<file path="config.mk">
export PLATFORM = sky130hd
export DESIGN_NAME = vfpu_stream_ctrl
export DESIGN_NICKNAME = d
export VERILOG_FILES = /design/src/rtl/vfpu_stream_ctrl.sv
export SDC_FILE = /design/constraint.sdc
export NUM_CORES = 1
export LEC_CHECK = 0
export CAP_MARGIN = 20
export CORE_UTILIZATION = 41
export CTS_CLUSTER_SIZE = 14
export DETAILED_ROUTE_END_ITERATION = 12
export HOLD_SLACK_MARGIN = 0.08
export PLACE_DENSITY = 0.81
export SYNTH_ARGS = -nofsm -noshare
export SYNTH_HDL_FRONTEND = slang
export SYNTH_SLANG_ARGS = --single-unit
</file>
<file path="constraint.sdc">
create_clock -name clk_i -period 2.15 [get_ports clk_i]
set_input_delay 0.215 -clock clk_i [delete_from_list [all_inputs] [get_ports clk_i]]
set_output_delay 0.215 -clock clk_i [all_outputs]
set_load 0.005 [all_outputs]
</file>
<file path="src/rtl/vfpu_stream_ctrl.sv">
// -----------------------------------------------------------------------------
// vfpu_stream_ctrl
//
// Job sequencer for the vector FPU streamer. One job is an NB_OPERANDS-source,
// one-sink add. On start the descriptor is latched and the address-generator
// fields for all streams are driven from it. A one-cycle stream_clear_o flushes
// the streamer FIFOs. req_start is fired on every stream together once all of
// them report ready_start. Completion is signalled after each stream's done
// pulse has been seen.
//
// Optional watchdog: define VFPU_STREAM_CTRL_TIMEOUT_EN to bound the RUN state
// to TIMEOUT_CYCLES cycles. On expiry the job is aborted: err_o is set,
// the FIFOs are cleared and done_o still pulses.
//
// Ports
//   clk_i, rst_ni          clock, asynchronous active-low reset
//   clear_i                synchronous soft clear (dominates everything)
//   start_i                job start pulse (ignored while busy_o)
//   len_i, stride_i        job length in words, byte stride
//   src_base_i             packed source bases, operand k at [32k+31:32k]
//   sink_base_i            result base address
//   src_/sink_ready_start_i, src_/sink_done_i   streamer flags
//   src_/sink_req_start_o  streamer start requests
//   src_/sink_base_addr_o, trans_size_o, line_stride_o   addressgen fields
//   stream_clear_o         FIFO clear pulse
//   busy_o, done_o, err_o  job status
// -----------------------------------------------------------------------------
//
// state      | meaning
// -----------+----------------------------------------------------------------
// ST_IDLE    | no job, waiting for start_i
// ST_CLR     | descriptor latched, stream_clear_o high for this cycle
// ST_WAIT_RDY| waiting for all ready_start; req_start fires in the exit cycle
// ST_RUN     | collecting per-stream done pulses (watchdog runs if enabled)
// ST_FINISH  | done_o high for this cycle, back to idle next
//
module vfpu_stream_ctrl #(
    parameter int NB_OPERANDS    = 2,
    parameter int LEN_WIDTH      = 16,
    parameter int TIMEOUT_CYCLES = 65535
) (
    input  logic                      clk_i,
    input  logic                      rst_ni,
    input  logic                      clear_i,
    input  logic                      start_i,
    input  logic [LEN_WIDTH-1:0]      len_i,
    input  logic [15:0]               stride_i,
    input  logic [NB_OPERANDS*32-1:0] src_base_i,
    input  logic [31:0]               sink_base_i,
    input  logic [NB_OPERANDS-1:0]    src_ready_start_i,
    input  logic [NB_OPERANDS-1:0]    src_done_i,
    input  logic                      sink_ready_start_i,
    input  logic                      sink_done_i,
    output logic [NB_OPERANDS-1:0]    src_req_start_o,
    output logic [NB_OPERANDS*32-1:0] src_base_addr_o,
    output logic                      sink_req_start_o,
    output logic [31:0]               sink_base_addr_o,
    output logic [LEN_WIDTH-1:0]      trans_size_o,
    output logic [15:0]               line_stride_o,
    output logic                      stream_clear_o,
    output logic                      busy_o,
    output logic                      done_o,
    output logic                      err_o
);

    localparam int NB_STREAMS = NB_OPERANDS + 1;

    typedef enum logic [2:0] {
        ST_IDLE,
        ST_CLR,
        ST_WAIT_RDY,
        ST_RUN,
        ST_FINISH
    } state_e;

    state_e                      state_q, state_d;
    logic [LEN_WIDTH-1:0]        len_q, len_d;
    logic [15:0]                 stride_q, stride_d;
    logic [NB_OPERANDS*32-1:0]   src_base_q, src_base_d;
    logic [31:0]                 sink_base_q, sink_base_d;
    logic [NB_STREAMS-1:0]       done_mask_q, done_mask_d;
    logic                        stream_clear_q, stream_clear_d;
    logic                        busy_q, busy_d;
    logic                        done_q, done_d;
    logic                        err_q, err_d;

    logic                        all_ready;
    logic                        fire;
    logic [NB_STREAMS-1:0]       done_in;
    logic [NB_STREAMS-1:0]       done_mask_nxt;

`ifdef VFPU_STREAM_CTRL_TIMEOUT_EN
    localparam logic [31:0] TMO_LOAD = 32'(TIMEOUT_CYCLES);
    logic [31:0]                 tmo_cnt_q, tmo_cnt_d;
`else
    // The limit only matters with the watchdog built in.
    logic                        unused_timeout;
    assign unused_timeout = ^32'(TIMEOUT_CYCLES);
`endif

    assign all_ready = (&src_ready_start_i) & sink_ready_start_i;
    assign done_in   = {sink_done_i, src_done_i};

    // req_start follows ready_start combinationally so the request lands in
    // the same cycle the last stream becomes ready, as the handshake expects.
    assign fire = (state_q == ST_WAIT_RDY) && all_ready;

    always_comb begin
        state_d        = state_q;
        len_d          = len_q;
        stride_d       = stride_q;
        src_base_d     = src_base_q;
        sink_base_d    = sink_base_q;
        done_mask_d    = done_mask_q;
        stream_clear_d = 1'b0;
        busy_d         = busy_q;
        done_d         = 1'b0;
        err_d          = err_q;
        done_mask_nxt  = done_mask_q | done_in;
`ifdef VFPU_STREAM_CTRL_TIMEOUT_EN
        tmo_cnt_d      = tmo_cnt_q;
`endif

        unique case (state_q)
            ST_IDLE: begin
                if (start_i) begin
                    len_d       = len_i;
                    stride_d    = stride_i;
                    src_base_d  = src_base_i;
                    sink_base_d = sink_base_i;
                    busy_d      = 1'b1;
                    done_mask_d = '0;
                    if (len_i == '0) begin
                        // Empty job: report it as an error and complete
                        // without touching the streamer.
                        state_d = ST_FINISH;
                        err_d   = 1'b1;
                        done_d  = 1'b1;
                    end else begin
                        state_d        = ST_CLR;
                        stream_clear_d = 1'b1;
                    end
                end
            end

            ST_CLR: begin
                state_d = ST_WAIT_RDY;
            end

            ST_WAIT_RDY: begin
                if (all_ready) begin
                    // Done pulses coinciding with req_start still count.
                    if (&done_mask_nxt) begin
                        state_d     = ST_FINISH;
                        done_d      = 1'b1;
                        done_mask_d = '0;
                    end else begin
                        state_d     = ST_RUN;
                        done_mask_d = done_mask_nxt;
                    end
`ifdef VFPU_STREAM_CTRL_TIMEOUT_EN
                    tmo_cnt_d = TMO_LOAD;
`endif
                end
            end

            ST_RUN: begin
                if (&done_mask_nxt) begin
                    state_d     = ST_FINISH;
                    done_d      = 1'b1;
                    done_mask_d = '0;
                end
`ifdef VFPU_STREAM_CTRL_TIMEOUT_EN
                else if (tmo_cnt_q == '0) begin
                    state_d        = ST_FINISH;
                    done_d         = 1'b1;
                    err_d          = 1'b1;
                    stream_clear_d = 1'b1;
                    done_mask_d    = '0;
                end else begin
                    done_mask_d = done_mask_nxt;
                    tmo_cnt_d   = tmo_cnt_q - 32'd1;
                end
`else
                else begin
                    done_mask_d = done_mask_nxt;
                end
`endif
            end

            ST_FINISH: begin
                state_d     = ST_IDLE;
                busy_d      = 1'b0;
                done_mask_d = '0;
            end

            default: begin
                state_d = ST_IDLE;
                busy_d  = 1'b0;
            end
        endcase

        if (clear_i) begin
            state_d        = ST_IDLE;
            len_d          = '0;
            stride_d       = '0;
            src_base_d     = '0;
            sink_base_d    = '0;
            done_mask_d    = '0;
            stream_clear_d = 1'b0;
            busy_d         = 1'b0;
            done_d         = 1'b0;
            err_d          = 1'b0;
`ifdef VFPU_STREAM_CTRL_TIMEOUT_EN
            tmo_cnt_d      = '0;
`endif
        end
    end

    always_ff @(posedge clk_i or negedge rst_ni) begin
        if (!rst_ni) begin
            state_q        <= ST_IDLE;
            len_q          <= '0;
            stride_q       <= '0;
            src_base_q     <= '0;
            sink_base_q    <= '0;
            done_mask_q    <= '0;
            stream_clear_q <= 1'b0;
            busy_q         <= 1'b0;
            done_q         <= 1'b0;
            err_q          <= 1'b0;
`ifdef VFPU_STREAM_CTRL_TIMEOUT_EN
            tmo_cnt_q      <= '0;
`endif
        end else begin
            state_q        <= state_d;
            len_q          <= len_d;
            stride_q       <= stride_d;
            src_base_q     <= src_base_d;
            sink_base_q    <= sink_base_d;
            done_mask_q    <= done_mask_d;
            stream_clear_q <= stream_clear_d;
            busy_q         <= busy_d;
            done_q         <= done_d;
            err_q          <= err_d;
`ifdef VFPU_STREAM_CTRL_TIMEOUT_EN
            tmo_cnt_q      <= tmo_cnt_d;
`endif
        end
    end

    assign src_req_start_o  = {NB_OPERANDS{fire}};
    assign sink_req_start_o = fire;
    assign src_base_addr_o  = src_base_q;
    assign sink_base_addr_o = sink_base_q;
    assign trans_size_o     = len_q;
    assign line_stride_o    = stride_q;
    assign stream_clear_o   = stream_clear_q;
    assign busy_o           = busy_q;
    assign done_o           = done_q;
    assign err_o            = err_q;

endmodule

</file>
==> run summary, run 1 <==
TritonCTS built the clock tree. The min-delay analysis places its worst path in the category in2reg. The per-cell via count in the routed design is 4.94.

The count of final hold-check violations came out at 0. The later-pin clock latency in the skew report is 0.41 ns. The number of antenna violations at the first check in global routing is 0. The die area is 14000 µm². Derived from the worst setup path, the maximum achievable clock frequency is 0.497 GHz. Averaged over all synthesized cells, the footprint is 9.02 µm².

The number of placed I/O pins is 273. The fraction of final layout cells with drive strength greater than 1 is 0.0649. The highest-utilization routing layer at the global route stage is met2. The detailed-routing iteration count for the pre-antenna-repair pass is 5. The post-detailed-placement half-perimeter wirelength is between 10 and 15 mm. The total CTS buffers came out at 17. The clock passes through at most 2 buffers.

The met2 global-route usage came out at 0.400. In the global route stage, overall resource usage came out at 0.241. The required time of the critical path is about 1.9 ns. In this run the register-to-register setup slack is 0.38 ns. The met1 track utilization from global routing came out at 0.293. The cell area after technology mapping is 5550 µm². The dominant combinational cell family by area after synthesis is simple AND/OR/NAND/NOR gates. The number of global-route vias before repair came to approximately 5200. Counting cells, the worst reg-to-reg path comes to 5. The time the worst path needs with I/O delays and setup came out at around 2 ns.

The area taken by multi-input logic gates is 1890 µm². The static leakage is 3.89 nW. The wire length after detailed routing is 16.2 mm. Counting flops with a built-in enable in the synthesized netlist gives 0.

The congestion estimate from routability-driven global placement came to 0.776. Synthesis handed over a netlist of 615 instances. The H-tree generated during clock tree synthesis spans 4 levels.

Max-cap violations in this run came to 0. Of the total synthesized cell area, the portion taken by full adders, half adders and majority gates is 0. The worst setup slack after layout is roughly 0.14 ns. The largest vdd supply drop came out at 445 µV. The maximum fanout count along the critical path is 8. The worst clock skew is 0.00586 ns. In the synthesized netlist the dominant register cell turns out to be dfrtp_1. The number of antenna-violating nets in the routed design came out at 0. After global routing the overflow that remains totals 0. The final antenna diode count came out at 0. In this run, synthesis produced a sequential element count of around 140.

In the routed design, unresolved DRC markers number 0. After clock tree synthesis, the setup repair step added 0 buffers. The start-to-end type of the worst setup path is reg2out. The synthesis-to-finish area growth is 65.2%. The arrival time of data at the critical path endpoint came out at 1.80 ns. The netlist uses 27 different library cells. The detailed-route via count came out at 5276. Of the total synthesized cell area, the portion taken by AND, OR, NAND and NOR gates is 0.202. The sort of element at the start of the critical path is a flip-flop. The filler cells instantiated in the layout total a little over 1000. Of the total synthesized cell area, the portion taken by XOR and XNOR cells is 0.

The power density over the cells came out at slightly above 800 nW/µm². The pre-CTS setup slack is approximately 0.21 ns. The total of buffers placed on input and output ports is 272. The final number of setup-violating endpoints came out at 0. The number of nets in the synthesized netlist is between 700 and 800. The met3 track utilization from global routing came out at 0.0777. The tree is rooted in a clkbuf_16.

The period utilization is 0.936. The clock sink total came out at approximately 140. The post-synthesis compound-gate area fraction was 0.135. The post-route non-filler standard cell count is between 1000 and 1500. At the pin with the least slew margin, the transition time is 0.556 ns. The first global-routing pass estimated 26.4 mm of wire. The die span in y is between 100 and 150 µm. The run finished with clean final reports.

The core region is 13200 µm². The number of slew-limit violations in the final report is 0. The kind of end point of the critical path is an output pin. The number of stages on the worst hold path came out at 2. The pin count of the biggest net entering global routing came out at 75. For this run, asynchronously set or reset flops after synthesis account for 1.00. The count of placed standard cells including taps came out at about 1000.

The routed length per placed instance is approximately 15 µm. The relative slew slack came out at 0.629. Setup repair after global routing left no endpoint under its margin. In this run, the number of DRC markers left after iteration 0 of detailed routing was 341. The die span in x came out at 118 µm. The initial utilization of the core area, before any placement, comes to 0.420.

Yosys printed 0 warnings. The total chip power came out at ~7.6 mW. The setup TNS is 0 ns. Of the synthesized area, sequential elements account for 0.623.

The clock transition at the registers of the reported paths is 0.05 ns. The proportion of synthesized area in mux cells is 0. The number of rows created at floorplan is between 40 and 50.

At the end of the flow, the number of nets in the layout was 1019. The area taken by flip-flops and latches came out at between 3000 and 4000 µm².
## worst paths after layout
| kind | from | endpoint |
|---|---|---|
| max in group asynchronous | rst_ni | src_base_addr_o[62] |
| worst min-delay path | clear_i | src_base_addr_o[60] |
| worst max register to register | state_q[1] | done_o |
| min in group asynchronous | rst_ni | sink_base_addr_o[11] |
| worst max-delay path | state_q[1] | src_req_start_o[0] |
| worst min register to register | src_base_addr_o[45] | src_base_addr_o[45] |
## layer usage
metal  part of all wire  wire [µm]
met1               0.40       6550
met2               0.50       8070
met4              0.020        322
met3              0.079       1280
met5                  0          0
## per-stage QoR
stage | cell area, µm² | utilization | hold slack, ns
6_report | 9160 | 0.694 | 0.256
3_3_place_gp | 8510 | 0.645 | 0.216
3_5_place_dp | 8510 | 0.645 | 0.215
4_1_cts | 9150 | 0.694 | 0.239
2_1_floorplan | 5550 | - | -0.0806
5_1_grt | 9160 | 0.694 | 0.249
## sequential cells by signal (all words and copies together), names as in the netlist
signal and cells:
src_base_addr_o 64, done_mask_q 3, stream_clear_o 1, sink_base_addr_o 32
state_q 3, err_o 1, busy_o 1, line_stride_o 16
done_o 1, trans_size_o 16
## cells by family after synthesis
kind of cell,count (synthesis)
AOI/OAI and AO/OA,145
buffers and inverters,48
DFF,138
and+or+nand+nor,284
## synth_stat cells (2+ instances only)
cell	number	share of area
nand2b_1	3	0.0034
nor2_1	4	0.0027
buf_2	21	0.019
nor4_1	6	0.0068
dfrtp_1	138	0.62
inv_1	2	0.0014
nor2b_1	3	0.0034
a21oi_1	135	0.12
o21a_1	2	0.0027
or2_2	2	0.0023
nor3_1	4	0.0036
o21ai_0	2	0.0018
buf_4	2	0.0027
nand2_1	257	0.17
clkbuf_1	22	0.015
## what timing repair did
action | in CTS | in global routing
hold endpoints to repair | 53 | 0
hold buffers | 1 | 0
resized for setup | 1 | 2
pin swaps | 1 | 0
setup endpoints to repair | 3 | 3
gates cloned | 0 | 0
## final cells by class
type,instances,area share
inverter,2,0.000820
clock buffer,20,0.0499
tap,176,0.0240
timing repair buffer,293,0.323
multi-input combinational,429,0.207
clock inverter,11,0.0186
sequential,138,0.377
## placed cells by master, fill, tap and decap left out, types with 2 or more instances in the layout
| cell type | count |
|---|---|
| nand2_1 | 257 |
| nand2b_1 | 2 |
| buf_4 | 15 |
| clkinv_2 | 2 |
| clkinv_4 | 2 |
| bufinv_16 | 4 |
| nor3_1 | 2 |
| o21ai_0 | 2 |
| buf_12 | 6 |
| clkbuf_16 | 17 |
| clkinvlp_4 | 3 |
| a21oi_1 | 135 |
| clkdlybuf4s50_1 | 270 |
| nor2_1 | 4 |
| or2_2 | 2 |
| dfrtp_1 | 138 |
| nor4_1 | 6 |
| clkbuf_8 | 2 |
| inv_1 | 2 |
| o21a_1 | 2 |
| nor2b_1 | 3 |
## worst max-delay path, stage by stage, from the launching register on
cell	delay, ns
dfrtp_1	0.49
nand2b_2	0.17
nor3_4	0.19
clkdlybuf4s50_1	0.54
## power breakdown
part | internal [mW] | switching (mW) | total [mW]
registers | 2.83 | 0.130 | 2.96
logic | 0.857 | 0.723 | 1.58
clock network | 1.99 | 1.08 | 3.07
Power figures use the tool's default switching activity.
==> run 2: changes to the inputs <==
Settings changed: ABC_CLOCK_PERIOD_IN_PS from default to 2150, SETUP_SLACK_MARGIN from default to 0.05.
==> run summary, run 2 (synthesized netlist as in run 1, its figures left out) <==
The detailed-route via count came to 5281 (+0.095%). The reported max-cap violation count is 0 (unchanged). The worst setup path is of the reg2out kind. The post-CTS repair timing setup buffer count is 0 (unchanged). The number of antenna violations at the first check in global routing is 0 (unchanged).

The worst setup path is launched from a flip-flop. The worst hold path belongs to the class in2reg. The die area is 14000 µm² (unchanged). The count of final hold-check violations was 0 (unchanged). The proportion of power drawn by the clock network is 0.403 (about the same). The leading cell type in the layout, fill and taps excluded is clkdlybuf4s50_1. The static leakage is 3.88 nW (about the same). The area taken by flip-flops and latches is 3450 µm² (about the same).

The switching share of power came out at 0.253 (-0.000490). The number of buffers on the longest clock path came out at 2 (unchanged). The time the worst path needs with I/O delays and setup is 2.01 ns (-0.00474 ns). The fraction of final layout cells with drive strength greater than 1 is 0.0649 (unchanged). The relative slew slack is 0.632 (+0.00304). The H-tree level count is 4 (unchanged). The total of buffers placed on input and output ports was 272 (unchanged).

The worst register-to-register path begins at state_q[1]. The met1 track utilization from global routing is 0.293 (unchanged). The register-to-register setup slack is 0.42 ns (+0.04 ns). The area taken by multi-input logic gates is 1890 µm² (-0.13%). The timing-limited maximum frequency is 0.498 GHz (+0.24%). The power density over the cells was 830 nW/µm² (about the same). The final antenna diode count came out at 0 (unchanged). The wire length of the first global-routing pass is 26.4 mm (+0.16%). The wire length after detailed routing came out at 16.2 mm (about the same). The pre-CTS setup slack is 0.209 ns (unchanged).

The post-detailed-placement half-perimeter wirelength is 11.1 mm (unchanged). The clock sink total came out at 138 (unchanged). The final net count is 1019 (unchanged). CTS placed an instance of clkbuf_16 at the clock tree root.

The flip-flop count of the largest register, all copies and words added came out at 64 (unchanged). The synthesis-to-finish area growth was 65.1% (about the same). The worst clock skew is 0.00590 ns (+0.0000411 ns). The clock transition at the registers of the reported paths is 0.06 ns (about the same). The worst hold path begins at clear_i. The final weighted congestion in routability-driven placement is 0.776 (unchanged). The worst setup slack after layout is 0.143 ns (+0.00474 ns). The core outline area came out at 13200 µm² (unchanged).

The final number of setup-violating endpoints came to 0 (unchanged). The effective utilization at floorplan is 0.420 (unchanged). In this run the most used layer during global routing was met2.

The die span in y came to 118 µm (unchanged). The setup TNS is 0 ns (unchanged). Setup repair after global routing left no endpoint under its margin. The portion of total power attributed to sequential cells is 0.389 (about the same). The routed length per placed instance came out at 15.2 µm (about the same). The period utilization is 0.934 (-0.00220). The number of antenna-violating nets in the routed design was 0 (unchanged). The layout filler cell count came out at 1022 (+0.098%). The kind of end point of the critical path is an output pin.

In the layout the commonest cells are clkdlybuf4s50_1, nand2_1, dfrtp_1, a21oi_1, clkbuf_16. The number of placed I/O pins came out at 273 (unchanged). The critical path starts at state_q[2]. The arrival time of data at the critical path endpoint is 1.79 ns (about the same).

The required time of the critical path came out at 1.93 ns (about the same). The total CTS buffers is 17 (unchanged). The later-pin clock latency in the skew report is 0.41 ns (about the same).

The number of global-route vias before repair came out at 5161 (+0.17%). The largest vdd supply drop was 444 µV (-0.28%). The DRC violations left is 0 (unchanged). The detailed-routing iteration count for the pre-antenna-repair pass is 5 (unchanged). The per-cell via count in the routed design is 4.94 (about the same). The maximum fanout count along the critical path is 5 (-3). The combinational share of power is 0.207 (about the same). The hold slack came out at 0.255 ns (-0.00147 ns). The total net switching power came to 1.92 mW (-0.26%). TritonCTS built the clock tree. The die span in x is 118 µm (unchanged). The pin count of the biggest net entering global routing is 75 (unchanged). The flow ran to the end, and the final reports show no timing, DRC or antenna violations. The number of slew-limit violations in the final report came out at 0 (unchanged). The met3 track utilization from global routing is 0.0777 (unchanged). The number of DRC markers after the initial detailed-route iteration was 352 (+3.2%). The internal power came out at 5.68 mW (about the same). The overall routing resource usage is 0.241 (+0.000424). The number of rows created at floorplan is 42 (unchanged). The slew at the pin with the worst max-slew slack is 0.552 ns (-0.00455 ns).

The met2 global-route usage came out at 0.401 (+0.00147). The overall overflow remaining after global route is 0 (unchanged).
==> run 2: cell counts in the layout (fill, tap and decap cells not counted) <==
Identical to the previous run, type by type.
==> run 2: routing by layer <==
| metal | part of all wire | up-vias |
|---|---|---|
| met2 | 0.49 | 219 |
| li1 | - | 2539 |
| met5 | 0 | - |
| met1 | 0.41 | 2493 |
| met4 | 0.021 | 0 |
| met3 | 0.081 | 30 |
==> run 2: final timing paths <==
kind / endpoint / depth (start not counted)
worst max-delay path: src_req_start_o[0] / 3
worst min-delay path: src_base_addr_o[62] / 2
worst max register to register: done_o / 5
worst min register to register: src_base_addr_o[45] / 2
max in group asynchronous: state_q[1] / 3
min in group asynchronous: sink_base_addr_o[11] / 2
==> run 2: area by class of cell <==
type | instances | area share
Clock buffer | 20 | 0.0499
Clock inverter | 11 | 0.0186
Inverter | 2 | 0.000820
Multi-Input combinational cell | 429 | 0.207
Sequential cell | 138 | 0.377
Tap cell | 176 | 0.0240
Timing Repair Buffer | 293 | 0.323
==> run 2: timing repair <==
action | 4_1_cts | 5_1_grt
gates cloned | 0 | 0
endpoints found under the setup margin | 3 | 3
hold endpoints to repair | 53 | 0
pin swaps | 1 | 0
resized for setup | 2 | 1
hold buffers | 1 | 0
==> run 2: through the flow <==
step | power, mW | util | cell area, µm² | cells
finish | 7.60 | 0.694 | 9160 | 1069
CTS | 7.69 | 0.694 | 9150 | 1069
floorplan | 3.60 | - | 5550 | 615
global route | 7.98 | 0.694 | 9160 | 1069
detailed placement | 4.58 | 0.645 | 8510 | 1037
global placement | 4.56 | 0.645 | 8510 | 1037
==> run 2: worst max-delay path, cell delays in order, from the launching register on <==
cell and delay (ns):
dfrtp_1 0.37, nand2b_1 0.26, nor3_4 0.21, clkdlybuf4s50_1 0.54
==> run 2: power by group through the flow <==
stage | Sequential [mW] | Combinational, mW | Clock (mW)
after floorplan | 3.01 | 0.588 | 0
after global placement | 2.99 | 1.57 | 0
after detailed placement | 3.00 | 1.58 | 0
after CTS | 2.96 | 1.60 | 3.13
after global routing | 2.99 | 1.74 | 3.25
final | 2.96 | 1.58 | 3.07
